File: src/rtl/fixed_point_multiplier_if.sv
// Operand load, start/done handshake and result bus of the fixed-point multiplier.
interface fixed_point_multiplier_if #(
   parameter int W = 10
);
   logic         start;
   logic         ld_a;
   logic         ld_b;
   logic [W-1:0] A;
   logic [W-1:0] B;
   logic [W-1:0] p;
   logic         ov;
   logic         busy;
   logic         done;

   modport master (
      output start, ld_a, ld_b, A, B,
      input  p, ov, busy, done
   );

   modport slave (
      input  start, ld_a, ld_b, A, B,
      output p, ov, busy, done
   );
endinterface

File: src/rtl/fixed_point_multiplier.sv
// Sequential unsigned Q(W-FRAC).FRAC shift-add multiplier.
// Recomputes A = q*B so fixed-point divider results can be checked in-system.
//
// state  | meaning
// -------+-----------------------------------------------------------
// IDLE   | waiting for start; operand snapshot taken on accept
// RUN    | one shift-add iteration per cycle, W cycles in total
// FINISH | scale/truncate product into p, set ov, pulse done
module fixed_point_multiplier #(
   parameter int W    = 10,
   parameter int FRAC = 5
) (
   input logic                 clk,
   input logic                 rst,
   fixed_point_multiplier_if.slave bus
);

   localparam int CW = $clog2(W);

   localparam logic [1:0] IDLE   = 2'd0;
   localparam logic [1:0] RUN    = 2'd1;
   localparam logic [1:0] FINISH = 2'd2;

   logic [1:0]     state;
   logic [W-1:0]   a_reg;
   logic [W-1:0]   b_reg;
   logic [2*W-1:0] prod;
   logic [W-1:0]   mcand;
   logic [W-1:0]   mplier;
   logic [CW-1:0]  cnt;
   logic [W:0]     sum;
   logic [W-1:0]   p_r;
   logic           ov_r;
   logic           done_r;

   // Operand registers load independently of the FSM; the FSM copies them at accept.
   always_ff @(posedge clk) begin
      if (!rst) begin
         a_reg <= '0;
         b_reg <= '0;
      end else begin
         if (bus.ld_a) a_reg <= bus.A;
         if (bus.ld_b) b_reg <= bus.B;
      end
   end

   // Upper half of the product plus the multiplicand when the current multiplier bit is set.
   always_comb begin
      sum = {1'b0, prod[2*W-1:W]} + {1'b0, (mplier[0] ? mcand : '0)};
   end

   // Sequencing FSM and shift-add datapath.
   always_ff @(posedge clk) begin
      if (!rst) begin
         state  <= IDLE;
         prod   <= '0;
         mcand  <= '0;
         mplier <= '0;
         cnt    <= '0;
         p_r    <= '0;
         ov_r   <= 1'b0;
         done_r <= 1'b0;
      end else begin
         done_r <= 1'b0;
         case (state)
            IDLE: begin
               if (bus.start) begin
                  prod   <= '0;
                  mcand  <= a_reg;
                  mplier <= b_reg;
                  cnt    <= '0;
                  state  <= RUN;
               end
            end
            RUN: begin
               // Carry of the add becomes the new MSB after the right shift.
               prod   <= {sum, prod[W-1:1]};
               mplier <= mplier >> 1;
               cnt    <= cnt + 1'b1;
               if (cnt == CW'(W - 1)) state <= FINISH;
            end
            FINISH: begin
               // Truncating scale; anything above the integer field is reported, not saturated.
               p_r    <= prod[FRAC+W-1:FRAC];
               ov_r   <= |prod[2*W-1:FRAC+W];
               done_r <= 1'b1;
               state  <= IDLE;
            end
            default: state <= IDLE;
         endcase
      end
   end

   assign bus.busy = (state != IDLE);
   assign bus.p    = p_r;
   assign bus.ov   = ov_r;
   assign bus.done = done_r;

endmodule

File: src/flat_wrapper.sv
// flat-port wrapper written by rule: the top's interface ports become plain ports
module fixed_point_multiplier_flat 
#(
   parameter int W    = 10,
   parameter int FRAC = 5
)
  (clk, rst, bus_start, bus_ld_a, bus_ld_b, bus_A, bus_B, bus_p, bus_ov, bus_busy, bus_done);
  fixed_point_multiplier_if #(.W(W)) bus_i ();
  input logic clk;
  input logic rst;
  input wire logic [$bits(bus_i.start)-1:0] bus_start;
  input wire logic [$bits(bus_i.ld_a)-1:0] bus_ld_a;
  input wire logic [$bits(bus_i.ld_b)-1:0] bus_ld_b;
  input wire logic [$bits(bus_i.A)-1:0] bus_A;
  input wire logic [$bits(bus_i.B)-1:0] bus_B;
  output wire logic [$bits(bus_i.p)-1:0] bus_p;
  output wire logic [$bits(bus_i.ov)-1:0] bus_ov;
  output wire logic [$bits(bus_i.busy)-1:0] bus_busy;
  output wire logic [$bits(bus_i.done)-1:0] bus_done;
  assign bus_i.start = bus_start;
  assign bus_i.ld_a = bus_ld_a;
  assign bus_i.ld_b = bus_ld_b;
  assign bus_i.A = bus_A;
  assign bus_i.B = bus_B;
  assign bus_p = bus_i.p;
  assign bus_ov = bus_i.ov;
  assign bus_busy = bus_i.busy;
  assign bus_done = bus_i.done;
  fixed_point_multiplier #(.W(W), .FRAC(FRAC)) u_core (.clk(clk), .rst(rst), .bus(bus_i));
endmodule
File: config.mk
export PLATFORM = sky130hd
export DESIGN_NAME = fixed_point_multiplier_flat
export DESIGN_NICKNAME = d
export VERILOG_FILES = /design/src/rtl/fixed_point_multiplier_if.sv /design/src/rtl/fixed_point_multiplier.sv /design/src/flat_wrapper.sv
export SDC_FILE = /design/constraint.sdc
export NUM_CORES = 1
export LEC_CHECK = 0
export ABC_AREA = 1
export ABC_CLOCK_PERIOD_IN_PS = 2140
export CAP_MARGIN = 5
export CORE_MARGIN = 2
export CORE_UTILIZATION = 55
export DETAILED_ROUTE_END_ITERATION = 10
export GPL_TIMING_DRIVEN = 0
export PLACE_DENSITY = 0.77
export RECOVER_POWER = 100
export SETUP_SLACK_MARGIN = 0.5
export SLEW_MARGIN = 10
export SYNTH_ARGS = -nofsm -noshare
export SYNTH_HDL_FRONTEND = slang
export SYNTH_SLANG_ARGS = --single-unit
export TNS_END_PERCENT = 5
File: constraint.sdc
create_clock -name clk -period 2.14 [get_ports clk]
set_clock_uncertainty 0.15 [all_clocks]
set_input_delay 0.321 -clock clk [delete_from_list [all_inputs] [get_ports clk]]
set_output_delay 0.321 -clock clk [all_outputs]
set_load 0.01 [all_outputs]
# == After elaboration in Yosys (flattened, before gate mapping) ==
# Index checks and enable logic that the tools add are counted.
# word_totals
word_cells,35
regBits,78
# op_classes
n_addsub,2
n_mux,11
n_eq_ne,5
reduce_logical,7
# ops
operator,n
$pmux W20 S2,1
$mux W10,2
$mux W20,1
$pmux W10 S2,1
$add A10 B10 Y11,1
$pmux W4 S2,1
$reduce_and A2 Y1,3
$reduce_or A5 Y1,1
$add A4 B1 Y4 const B,1
$eq A4 B4 Y1 const B,1
$mux W2,2
$mux W4,1
$pmux W2 S2,1
$reduce_bool A2 Y1,2
$eq A2 B1 Y1 const B,1
$eq A2 B2 Y1 const B,1
$logic_not A2 Y1,1
$ne A2 B1 Y1 const B,1
$ne A2 B2 Y1 const B,1
$mux W1,1

# == Longest topological paths before layout ==
# Gate-level depths: netlist of run 1.
# logic_depth
ltp_word,3
mapped_depth,13
mapped_depth_nobuf,12

# == Least setup slack after synthesis of run 1 ==
# OpenSTA, ideal clock, no wires.
# synth_timing
path_type,flip-flop to flip-flop
start,register u_core.mplier[0]
end,register u_core.prod[19]
setup_ps,112
synth_period_minus_slack_ps,1943
setup_slack_ps,197
path_stages_with_launch,14
t_arrival_ps,1681
required_time_ps,1878
n_path_buf,1
cell_sequence,dfxtp_1 -> clkbuf_1 -> nand2_1 -> inv_1 -> ha_1 -> fa_1 -> nand3_1 -> nand2_1 -> nand2_1 -> nand2_1 -> nand2_1 -> nand3_1 -> nand2_1 -> nand2_1
# synth_between
elab_chain_len,3
# synth_rtl
item,line_no,source
from (decl),fixed_point_multiplier.sv:29,logic [W-1:0] mplier;
from (signal assigned),fixed_point_multiplier.sv:70,mplier <= b_reg;
from (signal assigned),fixed_point_multiplier.sv:78,mplier <= mplier >> 1;
$mux W10,fixed_point_multiplier.sv:49,"sum = {1'b0, prod[2*W-1:W]} + {1'b0, (mplier[0] ? mcand : '0)};"
$add A10 B10 Y11,fixed_point_multiplier.sv:49,
$pmux W20 S2,fixed_point_multiplier.sv:65,case (state)
to (signal assigned),fixed_point_multiplier.sv:77,"prod <= {sum, prod[W-1:1]};"
to (decl),fixed_point_multiplier.sv:27,logic [2*W-1:0] prod;
# No other way between the ends.
# A chain may end at the register's enable or synchronous reset.

# == Worst setup path after layout of run 1 ==
# Ends and elaborated chain as after synthesis.

==> results of run 1 <==
==> where the power goes <==
group          switching (W)  internal (W)
combinational       0.000174      0.000132
sequential         0.0000399       0.00143
clock               0.000505      0.000592
==> metrics by stage <==
stage / util, % / instance area, µm² / hold slack [ns] / cells / worst slack [ns]
floorplan: - / 3190 / 0.274 / 414 / 0.374
global placement: 65.7 / 3640 / 0.283 / 522 / 0.249
detailed placement: 65.7 / 3640 / 0.288 / 522 / 0.214
CTS: 69.4 / 3850 / 0.204 / 538 / 0.290
global route: 69.4 / 3840 / 0.241 / 541 / 0.0955
finish: 69.4 / 3840 / 0.197 / 541 / 0.241
==> repair_timing <==
| item | in CTS | in global routing |
|---|---|---|
| setup buffers | 1 | 3 |
| endpoints found under the setup margin | 22 | 30 |
| pin swaps | 2 | 3 |
| hold buffers | 0 | 0 |
| gates resized for setup | 3 | 6 |
==> area by class of cell <==
cell class	count	area (µm²)	share of cell area, %
Buffer	17	105	2.73
Clock buffer	12	155	4.04
Clock inverter	3	40.0	1.04
Inverter	49	188	4.88
Multi-Input combinational cell	275	1420	36.8
Sequential cell	73	1460	38.0
Tap cell	72	90.1	2.34
Timing Repair Buffer	40	389	10.1
==> cell families after synthesis <==
family	Yosys count	share of synthesized area [%]
AO/OA/AOI/OAI	92	16.8
adder cells (fa/ha/maj)	13	5.39
buffers and inverters	66	9.08
AND/OR/NAND/NOR	169	22.1
flip-flops	73	46.3
XOR/XNOR	1	0.277
==> critical path, cell delays in order, from the launching register on <==
cell	delay [ns]
dfxtp_1	0.33
buf_8	0.14
nand2_4	0.05
inv_2	0.04
ha_4	0.15
fa_2	0.35
nand3_1	0.12
nand2_4	0.08
nand2_2	0.08
nand2_2	0.06
nand2_1	0.07
nand3_1	0.06
nand2_1	0.06
nand2_1	0.06
==> per-layer routing <==
metal | global-route usage (%) | part of all wire [%] | wire length, µm | up-vias
li1 | - | - | - | 1453
met1 | 30.6 | 46 | 3120 | 1266
met2 | 39.3 | 46 | 3150 | 83
met3 | 4.41 | 6.0 | 407 | 10
met4 | 10.7 | 1.5 | 104 | 0
met5 | 0 | 0 | 0 | -
==> placed cells by master, fill, tap and decap left out, types with 2 or more instances in the layout <==
master / count
dlygate4sd3_1: 13
inv_2: 2
buf_4: 7
inv_1: 44
a21oi_1: 24
clkdlybuf4s50_1: 22
clkinv_2: 3
o21ai_0: 46
nand4_1: 2
buf_2: 2
nand3_1: 12
clkbuf_8: 11
o22ai_1: 4
ha_1: 11
nor3_1: 4
o32ai_1: 3
clkbuf_1: 9
dfxtp_1: 72
nand2_4: 2
nand2_1: 66
nor2_1: 79
nand2_2: 3
buf_6: 2
o221ai_1: 9
==> path summary, 6_finish.rpt <==
kind	to	slack, ns	depth (start not counted)
setup / recovery	u_core.prod[19]$_SDFFE_PN0P_	0.24	13
setup reg to reg	u_core.prod[19]$_SDFFE_PN0P_	0.24	13
hold reg to reg	u_core.mplier[4]$_SDFFE_PN0P_	0.30	2
hold / removal	u_core.b_reg[2]$_SDFFE_PN0P_	0.20	3
==> reports/results.tsv, run 1 <==
metric	value	unit
status	completed	
Post-Syn Area	3160	µm²
die area	6360	µm²
setup tns final	0	ns
fmax	527	MHz
area delta synth->final	21.8	%
nets@finish	503	
PwrDens	747	nW/µm²
worst vdd ir	451	µV
Std-Cell Rows	27	
Final setup viols	0	
total power	0.00287	W
Synth Flop Type	dfxtp_1	
Synth top cells by count	77 x nor2_1, 73 x dfxtp_1, 68 x nand2_1	
flops & latches, synth	73	
max_slew headroom	58.8	%
Crit Path Max Fanout	10	
vias in the first global route	2674	
RSZ-0062 raised after global routing	true	
DRC	0	
CTS sink cnt	73	
initial antenna violation count	0	
drt first-iter violations	158	
crit path kind	flop to flop	
CP startpoint kind	flop	
area leader, netlist	dfxtp_1	
largest net degree at the start of global routing	12	
synth warn	0	
top area cells in the synthesized netlist	dfxtp_1 46%, nor2_1 9.2%, nand2_1 8.1%, o21ai_0 7.0%, inv_1 5.1%	
Tmin final	1.90	ns
Slew Viols, Final	0	
first-pass GRT wire length	11.9	mm
final wirelength	6.77	mm
Starting Density	57.0	%
DR vias/cell	5.20	
Crit. End Element	flop	
ant diodes	0	
register area share after synthesis	46.3	%
Hold WC Path Type	primary input to flop	
ratio of cells with drive above 1 in the final layout	8.74	%
fillers	500	
synth unique cells	34	
Worst EP arrival	2.00	ns
syn nets	452	
RePlAce Congestion	0.865	
Root Buffer	clkbuf_8	
Pre-antenna DRT Iters	5	
total number of vias	2812	
height of the die	79.8	µm
Post-Syn Instances	414	
GRT Util Overall	23.9	%
port bufs	36	
Final ANT Viol Nets	0	
GRT overflow	0	
Async SR Flop Fraction	0	%
syn avg cell area	7.63	µm²
CTS max path bufs	2	
largest register by flop count	u_core.prod	
Worst-Skew Late Latency	0.36	ns
CTS Buf Count	9	
max reg flops	15	
FF-to-FF Start	u_core.mplier[0]$_SDFFE_PN0P_	
count leader, synth	nor2_1	
number of synthesized flops with an enable pin	0	
WP data required	2.24	ns
CTS tree	done	
worst-margin pin slew	0.616	ns
Final Hold Viols	0	
DR WL/cell	12.5	µm
Die Span X	79.8	µm
H-Tree Depth	3	
post-synth top area share	46.3	%
hold path start	bus_ld_b	
detailed-placement wirelength estimate	4.77	mm
part of the cycle the worst path needs	88.7	%
LEAKAGE	1.77	nW
crit path launch	u_core.mplier[0]$_SDFFE_PN0P_	
maxcap violations	0	
core box area	5540	µm²
Clock Pin Slew Worst Setup and Hold Paths	0.07	ns
I/O Pins	38	
(Power assumes the default switching activity.)
==> run 2, diff against run 1 <==
--- a/config.mk
+++ b/config.mk
@@ -10,6 +10,7 @@
 export CAP_MARGIN = 5
 export CORE_MARGIN = 2
 export CORE_UTILIZATION = 55
+export CTS_CLUSTER_DIAMETER = 30
 export DETAILED_ROUTE_END_ITERATION = 10
 export GPL_TIMING_DRIVEN = 0
 export PLACE_DENSITY = 0.77
==> results of run 2 <==
Same layout as run 1: the final DEF is identical, and so are final timing and power.
